$ cat src/rtl/muldiv_pkg.sv
// Shared encodings and default sizes for the MULTU/DIVU sequencer and its
// single-iteration arithmetic step.
package muldiv_pkg;

  localparam int DEF_WIDTH = 32;
  localparam int DEF_CNT_W = 5;

  typedef enum logic [1:0] {
    OP_MULTU = 2'b00,
    OP_DIVU  = 2'b01,
    OP_MTHI  = 2'b10,
    OP_MTLO  = 2'b11
  } op_e;

  typedef enum logic [1:0] {
    S_IDLE = 2'b00,
    S_MUL  = 2'b01,
    S_DIV  = 2'b10,
    S_DONE = 2'b11
  } state_e;

  typedef enum logic {
    STEP_MUL = 1'b0,
    STEP_DIV = 1'b1
  } step_mode_e;

endpackage

$ cat src/rtl/muldiv_step.sv
// One iteration of the shared working register: shift-add for MULTU,
// restoring shift-subtract for DIVU. Purely combinational.
module muldiv_step
  import muldiv_pkg::*;
#(
  parameter int WIDTH = DEF_WIDTH
) (
  input  step_mode_e         mode,
  input  logic [2*WIDTH-1:0] work,
  input  logic [WIDTH-1:0]   operand,
  output logic [2*WIDTH-1:0] work_next
);

  logic [WIDTH:0]   sum;
  logic [2*WIDTH:0] shl;
  logic [WIDTH+1:0] trial;

  // NOTE: every always_comb output gets a default before any branch so no
  // path can leave it unassigned and infer a latch.
  always_comb begin
    work_next = '0;
    sum       = {1'b0, work[2*WIDTH-1:WIDTH]} + (work[0] ? {1'b0, operand} : '0);
    shl       = {work, 1'b0};
    // One extra bit beyond the shifted upper half keeps the borrow distinct
    // from data, so a zero divisor always yields a non-negative trial.
    trial     = {1'b0, shl[2*WIDTH:WIDTH]} - {2'b00, operand};

    if (mode == STEP_MUL) begin
      work_next = {sum, work[WIDTH-1:1]};
    end else if (!trial[WIDTH+1]) begin
      work_next = {trial[WIDTH-1:0], shl[WIDTH-1:1], 1'b1};
    end else begin
      work_next = shl[2*WIDTH-1:0];
    end
  end

endmodule

$ cat src/rtl/muldiv_sequencer.sv
// Multi-cycle MULTU/DIVU unit with HI/LO registers and a core stall output.
// Iterates muldiv_step 32 times, then commits the result in one edge.
module muldiv_sequencer
  import muldiv_pkg::*;
#(
  parameter int WIDTH = DEF_WIDTH,
  parameter int CNT_W = DEF_CNT_W
) (
  input  logic             clk,
  input  logic             reset,
  input  logic             start,
  input  logic [1:0]       op,
  input  logic [WIDTH-1:0] a,
  input  logic [WIDTH-1:0] b,
  output logic             busy,
  output logic             done,
  output logic             stall,
  output logic [WIDTH-1:0] hi,
  output logic [WIDTH-1:0] lo
);

  state_e             state;
  state_e             state_next;
  op_e                op_dec;
  step_mode_e         mode;
  logic [CNT_W-1:0]   count;
  logic               last_iter;
  logic [2*WIDTH-1:0] work;
  logic [2*WIDTH-1:0] work_next;
  logic [WIDTH-1:0]   operand;

  assign op_dec    = op_e'(op);
  assign mode      = (state == S_DIV) ? STEP_DIV : STEP_MUL;
  assign last_iter = (count == CNT_W'(WIDTH - 1));

  muldiv_step #(.WIDTH(WIDTH)) u_step (
    .mode      (mode),
    .work      (work),
    .operand   (operand),
    .work_next (work_next)
  );

  // NOTE: sequential state uses non-blocking assignments so every register
  // samples pre-edge values regardless of statement order.
  always_ff @(posedge clk or posedge reset) begin
    if (reset) state <= S_IDLE;
    else       state <= state_next;
  end

  always_comb begin
    state_next = state;
    unique case (state)
      S_IDLE: begin
        if (start && op_dec == OP_MULTU)     state_next = S_MUL;
        else if (start && op_dec == OP_DIVU) state_next = S_DIV;
      end
      S_MUL, S_DIV: if (last_iter) state_next = S_DONE;
      S_DONE: state_next = S_IDLE;
      default: state_next = S_IDLE;
    endcase
  end

  always_comb begin
    busy  = (state == S_MUL) || (state == S_DIV);
    done  = (state == S_DONE);
    stall = busy || ((state == S_IDLE) && start && !op[1]);
  end

  // HI/LO change only on a move in IDLE or on the final iteration's commit.
  always_ff @(posedge clk or posedge reset) begin
    if (reset) begin
      count   <= '0;
      work    <= '0;
      operand <= '0;
      hi      <= '0;
      lo      <= '0;
    end else begin
      unique case (state)
        S_IDLE: begin
          if (start) begin
            unique case (op_dec)
              OP_MULTU: begin
                work    <= {{WIDTH{1'b0}}, b};
                operand <= a;
              end
              OP_DIVU: begin
                work    <= {{WIDTH{1'b0}}, a};
                operand <= b;
              end
              OP_MTHI: hi <= a;
              OP_MTLO: lo <= a;
              default: ;
            endcase
          end
        end
        S_MUL, S_DIV: begin
          work  <= work_next;
          count <= last_iter ? '0 : count + 1'b1;
          if (last_iter) begin
            hi <= work_next[2*WIDTH-1:WIDTH];
            lo <= work_next[WIDTH-1:0];
          end
        end
        default: ;
      endcase
    end
  end

endmodule

$ cat config.mk
export PLATFORM = sky130hd
export DESIGN_NAME = muldiv_sequencer
export DESIGN_NICKNAME = d
export VERILOG_FILES = /design/src/rtl/muldiv_pkg.sv /design/src/rtl/muldiv_step.sv /design/src/rtl/muldiv_sequencer.sv
export SDC_FILE = /design/constraint.sdc
export NUM_CORES = 1
export LEC_CHECK = 0
export CORE_MARGIN = 5
export CORE_UTILIZATION = 58
export DETAILED_ROUTE_END_ITERATION = 6
export PLACE_DENSITY = 0.82
export SYNTH_ARGS = -nofsm -noshare
export SYNTH_HDL_FRONTEND = slang
export SYNTH_SLANG_ARGS = --single-unit
$ cat constraint.sdc
create_clock -name clk -period 7.3 [get_ports clk]
set_clock_uncertainty 0.2 [all_clocks]
set_input_delay 2.19 -clock clk [delete_from_list [all_inputs] [get_ports clk]]
set_output_delay 2.19 -clock clk [all_outputs]
set_load 0.02 [all_outputs]
# Yosys cells after proc, flatten, opt, wreduce, memory -nomap -nowiden
# Index checks and enable logic that the tools add are counted.
# W data, S select, Z words.
[totals] reg_bits=167 inputBits=69 output_inout_bits=67 wordCells=60
[classes] addsub=3 n_eq_ne=13 n_mux=21 reduce_logical=17
[ops] cell="$pmux W64 S2" count=2
[ops] cell="$mux W32" count=7
[ops] cell="$mux W64" count=3
[ops] cell="$pmux W32 S2" count=3
[ops] cell="$sub A33 B32 Y34" count=1
[ops] cell="$add A32 B33 Y33" count=1
[ops] cell="$eq A2 B2 Y1 const B" count=4
[ops] cell="$reduce_and A4 Y1" count=2
[ops] cell="$mux W2" count=3
[ops] cell="$ne A3 B3 Y1 const B" count=2
[ops] cell="$pmux W2 S3" count=1
[ops] cell="$reduce_and A3 Y1" count=2
[ops] cell="$add A5 B1 Y5 const B" count=1
[ops] cell="$eq A5 B5 Y1 const B" count=1
[ops] cell="$mux W5" count=1
[ops] cell="$eq A2 B1 Y1 const B" count=2
[ops] cell="$logic_and A1 B1 Y1" count=4
[ops] cell="$logic_not A2 Y1" count=2
[ops] cell="$ne A2 B1 Y1 const B" count=2
[ops] cell="$ne A2 B2 Y1 const B" count=2
[ops] cell="$reduce_bool A2 Y1" count=2
[ops] cell="$logic_or A1 B1 Y1" count=2
[ops] cell="$reduce_and A2 Y1" count=1
[ops] cell="$reduce_or A2 Y1" count=1
[ops] cell="2 further kinds" count=2

# Depth between registers and ports, before layout
[logic_depth] word_depth=5 mapped_depth=13 ltp_nobuf=13

# By module
# A second synthesis with hierarchy kept.
[unflattened] cells_unflattened=1368 hier_area_um2=12731.0
[by_module_without_submodules] module="muldiv_sequencer" n_inst=1 cells_each=689 area_each_um2=8215.4 seq_area_each_um2=4179.0
[by_module_without_submodules] module="muldiv_step" n_inst=1 cells_each=679 area_each_um2=4515.6 seq_area_each_um2=0.0

# Worst setup path after synthesis
# Ideal clock, no wire load.
[synth_path] kind="input -> output" from="input port op[1]" to="output port stall" t_arrival_ps=3048 required_time_ps=4910 slack_ps=1862 path_stages=4 n_path_buf=2 path_cell_list="nand3b_1 > clkbuf_1 > clkbuf_1 > nand2_1"
[synth_between] elab_chain_len=3
[synth_rtl] element="from (decl)" line="muldiv_sequencer.sv:12" text="input logic [1:0] op,"
[synth_rtl] element="$logic_not A1 Y1" line="muldiv_sequencer.sv:66" text="stall = busy || ((state == S_IDLE) && start && !op[1]);"
[synth_rtl] element="$logic_and A1 B1 Y1" line="muldiv_sequencer.sv:66"
[synth_rtl] element="$logic_or A1 B1 Y1" line="muldiv_sequencer.sv:66"
[synth_rtl] element="to (decl)" line="muldiv_sequencer.sv:17" text="output logic stall,"
# Every way passes these cells.

# Final worst setup path
# Same ends and word-level chain as after synthesis.

==> flow_metrics.py <==
metrics = {
    "timing": {
        "slew_headroom": 0.302,
        "tightestPinTransition_ns": 1.04,
        "final.setup.worst_slack_ns": 1.15,
        "setup_viol": 0,
        "rsz0062_at_grt": "no",
        "slew_violations": 0,
        "max_freq_mhz": 163,
        "period_share": 0.842,
        "holdWs_ns": 0.280,
        "finalHoldViolations": 0,
        "min_period_ns": 6.15,
        "fin_tns_setup_ns": 0,
    },
    "die": {
        "fp.dieH_um": 155,
        "fp-row-count": 53,
        "io_pins": 136,
        "die-area_sq_um": 24100,
        "die_w_um": 155,
        "start_util": 0.585,
        "coreArea_sq_um": 20900,
    },
    "synth": {
        "synth_nets": 1610,
        "yosysWarnings": 0,
        "syn-instance-count": 1469,
        "synth_edf_count": 0,
        "synth_area_sq_um": 12200,
        "synth_ff_type": "dfrtp_1",
        "ys_seq_area_frac": 0.342,
        "synth.distinct_cells": 83,
        "postSynthAreaPerCell_sq_um": 8.32,
        "ys_async_sr_fraction": 1.00,
        "ys_ff_latch": 167,
    },
    "setup_path": {
        "cp.required_ns": 4.91,
        "cp_data_arrival_time_ns": 3.76,
        "worstSetupPathType": "input port to output port",
        "endpoint_kind": "output port",
        "regToRegSetupSlack_ns": 3.06,
        "start_kind": "input port",
        "timing.rr.end": "hi[27]$_DFFE_PP0P_",
        "crit_fanout": 5,
        "r2r_start": "work[0]$_DFFE_PP0P_",
        "worst_r2r_path_depth": 12,
    },
    "grt": {
        "antenna_found_initial": 0,
        "grt_pass1_vias": 11400,
        "grt_pass1_wl_um": 61300,
        "grt_usage": 0.316,
        "grt_max_degree": 98,
        "grt_overflow": 0,
    },
    "power": {
        "powerDensity_nw_per_um2": 574,
        "p_leak_nw": 6.30,
        "ir_drop_mv": 0.470,
        "finalPower_mw": 8.19,
    },
    "cts": {
        "holdBufCountCts": 0,
        "post_cts_buffers": 0,
        "path_clk_slew_ns": 0.08,
        "cts_max_level": 4,
        "tritoncts": "built",
        "cts_sinks": 167,
        "cts.root.buffer_cell": "clkbuf_16",
        "insertion_delay_ns": 0.44,
        "clk_path_buf_depth": 2,
        "cts_resized": 0,
        "cts_inserted_buffers": 17,
    },
    "cells_and_area": {
        "finalNetCount": 1694,
        "nFillCells": 1685,
        "drive_gt1_frac": 0.0670,
        "stdcell_area_sq_um": 14300,
        "syn_to_final_growth_pct": 16.8,
        "num_antenna_cells": 0,
    },
    "min_path": {
        "hold_depth": 2,
        "hold_class": "flip-flop to flip-flop",
        "holdPathEnd": "lo[8]$_DFFE_PP0P_",
        "min_from": "lo[8]$_DFFE_PP0P_",
    },
    "routing": {
        "drt_iter0_drc": 1254,
        "vias": 12000,
        "drc": 0,
        "totalWireLength_um": 38600,
        "drtAntennaViolNets": 0,
        "via_per_inst": 6.50,
        "wl_per_cell_um": 21.0,
        "first_pass_iters": 6,
    },
    "place": {
        "hpwl_um": 28000,
        "io_buffers": 135,
        "gp_congestion": 0.977,
        "placed_area_sq_um": 13700,
        "place_ws_ns": 1.16,
    },
    "run": {
        "drv_cap": 0,
    },
    "outcome": {
        "outcome": "finished clean",
    },
}
-- synth_stat cells, types with 29 or more instances --
library cell,count,area share
and2_1,48,0.025
xnor2_1,29,0.021
a21oi_1,105,0.043
ha_1,70,0.072
mux2i_1,32,0.026
o22ai_1,37,0.019
dfrtp_1,167,0.34
o21ai_0,159,0.065
nor2_1,84,0.026
inv_1,50,0.015
nand2_1,205,0.063
a211oi_1,33,0.020
a21o_1,30,0.018
clkbuf_1,69,0.021
o31ai_1,36,0.022
-- per-stage QoR --
step,cells,util
6_report,1841,0.683
5_1_grt,1841,0.683
4_1_cts,1841,0.683
3_5_place_dp,1809,0.656
3_3_place_gp,1809,0.656
2_1_floorplan,1469,-
-- cell usage in the layout, fill, tap and decap left out, types with 32 or more instances in the layout --
cell type	count
nand2_1	205
dfrtp_1	167
o21ai_0	159
clkdlybuf4s50_1	135
a21oi_1	105
nor2_1	83
ha_1	68
inv_1	49
and2_1	48
o22ai_1	37
o31ai_1	36
a211oi_1	33
mux2i_1	32
-- where the power goes --
part	switching, mW	internal (mW)	total (mW)
clock	0.428	0.454	0.883
sequential	0.430	1.39	1.82
combinational	3.40	2.08	5.48
total	4.26	3.93	8.19
-- registers in the layout (all words and copies together), names as in the netlist --
| name | flops |
|---|---|
| lo | 32 |
| hi | 32 |
| count | 5 |
| operand | 32 |
| work | 64 |
| state | 2 |
-- cell families (layout without fill, tap and decap cells) --
family | Yosys count | after routing | share of synthesized area
compound gates | 532 | 532 | 0.281
xor+xnor | 46 | 46 | 0.0330
fa+ha+maj | 72 | 72 | 0.0749
buf+inv | 138 | 235 | 0.0450
flops | 167 | 167 | 0.342
mux | 54 | 54 | 0.0465
simple gates | 460 | 460 | 0.177
-- final cells by class --
cell class	count	area, sq um	share of cell area
multi-input combinational	1164	7520	0.527
timing repair buffer	150	1460	0.103
inverter	53	204	0.0143
clock inverter	14	135	0.00947
sequential	167	4180	0.293
tap	275	344	0.0241
clock buffer	18	429	0.0301
-- critical path, stage by stage --
cell	delay, ns
clkdlybuf4s50_1	0.51
nand3b_1	0.32
nand2_1	0.13
clkdlybuf4s50_1	0.61
-- worst max-delay path by stage --
stage / slack (ns) / cells past startpoint / start / end
global route: 1.14 / 4 / op[1] / stall
finish: 1.15 / 4 / op[1] / stall
floorplan: 0.39 / 1 / reset / count[0]$_DFFE_PP0N_
CTS: 1.16 / 4 / op[1] / stall
global placement: 1.18 / 4 / op[1] / stall
detailed placement: 1.16 / 4 / op[1] / stall
-- per-layer routing --
layer	vias to the layer above	routed length [um]	global-route usage
met5	-	0	0
li1	5522	-	-
met2	620	17600	0.487
met1	5753	16300	0.449
met3	76	3700	0.0707
met4	0	1020	0.0971
No activity file was read; power rests on OpenSTA's default activity.
